### config.mk
export PLATFORM = sky130hd
export DESIGN_NAME = mc_sequencer
export DESIGN_NICKNAME = d
export VERILOG_FILES = /design/src/rtl/mc_sequencer.sv
export SDC_FILE = /design/constraint.sdc
export NUM_CORES = 1
export LEC_CHECK = 0
export CORE_MARGIN = 2
export CORE_UTILIZATION = 40
export CTS_BUF_LIST = sky130_fd_sc_hd__clkbuf_4
export DETAILED_ROUTE_END_ITERATION = 7
export PLACE_DENSITY = 0.81
export SLEW_MARGIN = 15
export SYNTH_ARGS = -nofsm -noshare
export SYNTH_HDL_FRONTEND = slang
export SYNTH_SLANG_ARGS = --single-unit
### constraint.sdc
create_clock -name clk -period 1.9 [get_ports clk]
set_clock_uncertainty 0.1 [all_clocks]
set_input_delay 0.285 -clock clk [delete_from_list [all_inputs] [get_ports clk]]
set_output_delay 0.285 -clock clk [all_outputs]
set_load 0.02 [all_outputs]
### src/rtl/mc_sequencer.sv
// Multi-cycle control sequencer: FETCH/DECODE/EXEC/WB/HALT with gated
// strobes and a retired-instruction counter.
module mc_sequencer #(
  parameter int WORD_SIZE = 16
) (
  input  logic                 clk,
  input  logic                 reset,
  input  logic                 enable,
  input  logic [WORD_SIZE-1:0] instr,
  output logic                 ir_write,
  output logic                 pc_write,
  output logic                 pc_src,
  output logic                 reg_write,
  output logic                 reg_dst_rd,
  output logic                 alu_src_imm,
  output logic [1:0]           alu_op,
  output logic                 wwd_valid,
  output logic                 illegal,
  output logic                 halted,
  output logic [WORD_SIZE-1:0] num_inst
);

  typedef enum logic [2:0] {
    S_FETCH,
    S_DECODE,
    S_EXEC,
    S_WB,
    S_HALT
  } state_t;

  typedef enum logic [1:0] {
    K_ADD,
    K_ADI,
    K_LHI
  } kind_t;

  state_t state_q, state_d;
  kind_t  kind_q, kind_d;
  logic [WORD_SIZE-1:0] cnt_q;
  logic inc;
  logic go;

  logic [3:0] op;
  logic [5:0] fn;
  logic is_add, is_adi, is_lhi;
  logic is_jmp, is_wwd, is_hlt;

  assign op = instr[15:12];
  assign fn = instr[5:0];

  assign is_add = (op == 4'hF) && (fn == 6'd0);
  assign is_adi = (op == 4'h4);
  assign is_lhi = (op == 4'h6);
  assign is_jmp = (op == 4'h9);
  assign is_wwd = (op == 4'hF) && (fn == 6'd28);
  assign is_hlt = (op == 4'hF) && (fn == 6'd29);

  // Every strobe and every transition is qualified by go.
  assign go = enable && !reset;

  always_comb begin
    state_d     = state_q;
    kind_d      = kind_q;
    inc         = 1'b0;
    ir_write    = 1'b0;
    pc_write    = 1'b0;
    pc_src      = 1'b0;
    reg_write   = 1'b0;
    reg_dst_rd  = 1'b0;
    alu_src_imm = 1'b0;
    alu_op      = 2'b00;
    wwd_valid   = 1'b0;
    illegal     = 1'b0;
    halted      = 1'b0;
    unique case (state_q)
      S_FETCH: begin
        ir_write = go;
        pc_write = go;
        if (go) state_d = S_DECODE;
      end
      S_DECODE: begin
        unique case (1'b1)
          is_add: begin
            if (go) begin
              kind_d  = K_ADD;
              state_d = S_EXEC;
            end
          end
          is_adi: begin
            if (go) begin
              kind_d  = K_ADI;
              state_d = S_EXEC;
            end
          end
          is_lhi: begin
            if (go) begin
              kind_d  = K_LHI;
              state_d = S_EXEC;
            end
          end
          is_jmp: begin
            pc_src   = 1'b1;
            pc_write = go;
            inc      = go;
            if (go) state_d = S_FETCH;
          end
          is_wwd: begin
            wwd_valid = go;
            inc       = go;
            if (go) state_d = S_FETCH;
          end
          is_hlt: begin
            inc = go;
            if (go) state_d = S_HALT;
          end
          default: begin
            illegal = go;
            if (go) state_d = S_FETCH;
          end
        endcase
      end
      S_EXEC, S_WB: begin
        reg_dst_rd  = (kind_q == K_ADD);
        alu_src_imm = (kind_q != K_ADD);
        alu_op      = (kind_q == K_LHI) ? 2'b01 : 2'b00;
        if (state_q == S_WB) begin
          reg_write = go;
          inc       = go;
          if (go) state_d = S_FETCH;
        end else if (go) begin
          state_d = S_WB;
        end
      end
      S_HALT: begin
        halted = 1'b1;
      end
      default: begin
        state_d = S_FETCH;
      end
    endcase
  end

  always_ff @(posedge clk) begin
    if (reset) begin
      state_q <= S_FETCH;
      kind_q  <= K_ADD;
      cnt_q   <= '0;
    end else begin
      state_q <= state_d;
      kind_q  <= kind_d;
      if (inc) cnt_q <= cnt_q + WORD_SIZE'(1);
    end
  end

  assign num_inst = cnt_q;

endmodule

==> flow_summary_export.csv <==
group,metric,value,unit
layout,nets,247,
grt,grt_overflow_total,0,
synth,synth.distinct_cells,47,
critical_path,r2r-end,"num_inst[9]",
layout,final_common_cell,"buf_4",
timing,setup_tns,0,ns
placement,io_buffers,38,
layout,most-common-layout-cells,"buf_4 (38), clkdlybuf4s50_1 (16), dfxtp_1 (15)",
timing,worst_slack,0.0250,ns
synth,async_flop_share,0,%
clock_network,hold_buffers,0,
critical_path,rr_startpoint,"state_q[0]",
placement,pre_cts_slack,-0.612,ns
min_path,worstHoldStart,"kind_q[0]",
grt,grt_pass1_wl,5.82,mm
pwr,comb_power_share,20.1,%
route,wl,3.73,mm
pwr,p_seq_share,53.7,%
min_path,hp-class,"register to register",
synth,syn_inst,154,
grt,grt_start_max_net_pins,21,
pwr,switching_share,26.9,%
layout,antenna_cells,0,
clock_network,cts_made_buffers,3,
critical_path,cp-end-kind,"register",
grt,grtUsageTotal,21.0,%
clock_network,cts_buffer_depth,2,
die,fp-row-count,20,
critical_path,cp.required,2.05,ns
synth,ys_seq_elements,21,
grt,antenna_found_initial,0,
die,die_y,60.2,um
layout,drive_gt1_share,38.9,%
grt,grt_pass1_vias,1449,
synth,netlist_area,1260,um^2
critical_path,path_cells,"dlygate4sd2_1 -> nand4bb_4 -> buf_6 -> o31ai_4 -> buf_4 -> o21ai_4 -> or4_4 -> a21oi_2",
pwr,pwr-share-clk,26.2,%
timing,report.final.slew_viol_count,0,
critical_path,critical_path_class,"input pin to register",
critical_path,cp_slowest_cell,"or4_4",
route,wl_per_cell,13.8,um
synth,synth_warnings,0,
clock_network,clock_latency,0.31,ns
clock_network,cts-root-buf,"clkbuf_4",
route,firstDrtPassIters,4,
layout,stdcell_count,270,
die,start_util,41.7,%
die,dieArea,3620,um^2
die,die_x,60.2,um
critical_path,worstRegToRegCells,7,
route,ant_nets,0,
flow_run,cap_violations,0,
timing,min_period,1.87,ns
pwr,internal-power,0.609,mW
run_status,outcome,"finished, final reports clean",
route,vias_per_cell,5.57,
die,coreArea,3030,um^2
timing,rsz0062_at_grt,"yes",
clock_network,cts_tree,"done",
pwr,power.switching,0.225,mW
synth,synth_edf_count,0,
route,first_iter_violations,82,
pwr,leakage,0.793,nW
route,drc,0,
clock_network,cts_sinks,21,
synth,synth.net_count,174,
synth,avgSynthCellArea,8.21,um^2
pwr,max-vdd-ir-drop,0.207,mV
clock_network,cts.clk_slew.worst_paths,0.13,ns
synth,ys.flop_type,"dfxtp_1",
placement,gp_congestion,0.822,
timing,setup_viol,0,
placement,numPlacedInstances,257,
critical_path,path_delay_family,"simple AND/OR/NAND/NOR gates",
min_path,min_to,"kind_q[0]",
critical_path,timing.reg2reg.setup_slack,0.07,ns
die,io_pins,46,
synth,ys_seq_area_share,33.3,%
timing,min_period_over_period,98.7,%
timing,fmax,533,MHz
pwr,p_total,0.834,mW
layout,area_growth,63.7,%
critical_path,path_max_fanout,8,
placement,hpwl,2.68,mm
critical_path,critPathLaunchType,"input pin",
pwr,power_density,403,nW/um^2
critical_path,critical_path_buf_inv_count,3,
critical_path,cp.depth,8,
route,via_count,1504,
min_path,min_path_cells,2,
critical_path,worstPathArrival,2.03,ns
critical_path,slowest_delay,0.52,ns
layout,final_core_utilization,68.3,%
timing,finalHoldViolations,0,
clock_network,ctsHtreeMaxLevel,1,
[power by group through the flow]
stage | Clock (mW) | Combinational [mW] | Sequential, mW
3_3_place_gp | 0 | 0.144 | 0.457
6_report | 0.219 | 0.168 | 0.448
5_1_grt | 0.247 | 0.179 | 0.448
2_1_floorplan | 0 | 0.0703 | 0.455
3_5_place_dp | 0 | 0.149 | 0.457
4_1_cts | 0.222 | 0.154 | 0.448
[metal layers]
layer	up-vias	track usage (%)	share of wire (%)
met5	-	0	0
met4	0	8.57	2.0
met3	10	2.60	4.7
met2	55	42.5	55
met1	725	20.9	39
li1	714	-	-
[metrics by stage]
| stage | hold slack [ns] | area, um^2 |
|---|---|---|
| after floorplan | 0.342 | 1270 |
| after global placement | 0.349 | 1890 |
| after detailed placement | 0.375 | 1890 |
| after CTS | 0.394 | 1970 |
| after global routing | 0.415 | 2070 |
| final | 0.401 | 2070 |
[logic make-up (layout without fill, tap and decap cells)]
group | count (synthesis) | in the layout | synth area share [%]
flip-flops | 21 | 21 | 33.3
adder cells (fa/ha/maj) | 1 | 1 | 0.990
multiplexers | 2 | 2 | 1.58
AND/OR/NAND/NOR | 69 | 69 | 33.8
other | 1 | 1 | 0.297
XOR/XNOR | 2 | 2 | 1.39
buffers and inverters | 18 | 90 | 5.94
AO/OA/AOI/OAI | 40 | 40 | 22.8
[sequential cells by signal (all words and copies together) (netlist names)]
| register | flops |
|---|---|
| state_q | 3 |
| kind_q | 2 |
| num_inst | 16 |
[how the worst max path moves through the flow]
stage,startpoint,to,slack (ns)
2_1_floorplan,reset,pc_write,-0.01
3_3_place_gp,instr[0],illegal,-0.58
3_5_place_dp,instr[0],illegal,-0.61
4_1_cts,enable,wwd_valid,-0.02
5_1_grt,state_q[2],alu_op[0],-0.09
6_report,instr[5],num_inst[10],0.03
[synth_stat cells, types with 2 or more instances]
library cell	n	area [um^2]
dfxtp_1	21	420
a21oi_1	12	60.1
nand2_1	12	45.0
nor2_1	12	45.0
inv_1	8	30.0
or4_1	8	60.1
o31ai_1	7	52.6
nor3_1	6	30.0
nand3_1	5	25.0
clkbuf_1	4	15.0
nor3b_1	4	30.0
o21ai_0	4	20.0
or3_1	4	25.0
buf_2	3	15.0
nor4_1	3	18.8
o21a_1	3	22.5
mux2i_1	2	20.0
nand2b_1	2	12.5
nand4_1	2	12.5
nor2b_1	2	12.5
o211ai_1	2	15.0
o41ai_1	2	17.5
or3b_2	2	17.5
[tightest hold or removal path, cell delays in order (launching register included)]
cell and delay [ns]:
dfxtp_1 0.35, nand2_1 0.06, a21oi_1 0.05
[cell type report]
class | count | area (um^2)
fill | 248 | 960
multi-input combinational | 115 | 878
timing repair buffer | 77 | 646
sequential | 21 | 428
tap | 44 | 55.1
inverter | 9 | 33.8
clock buffer | 3 | 22.5
clock inverter | 1 | 5.00
[what timing repair did]
item | in CTS | in global routing
gates resized for setup | 68 | 32
buffers inserted | 5 | 5
pin swaps | 7 | 13
setup endpoints to repair | 23 | 16
hold endpoints to repair | 0 | 0
Power figures use the tool's default switching activity.
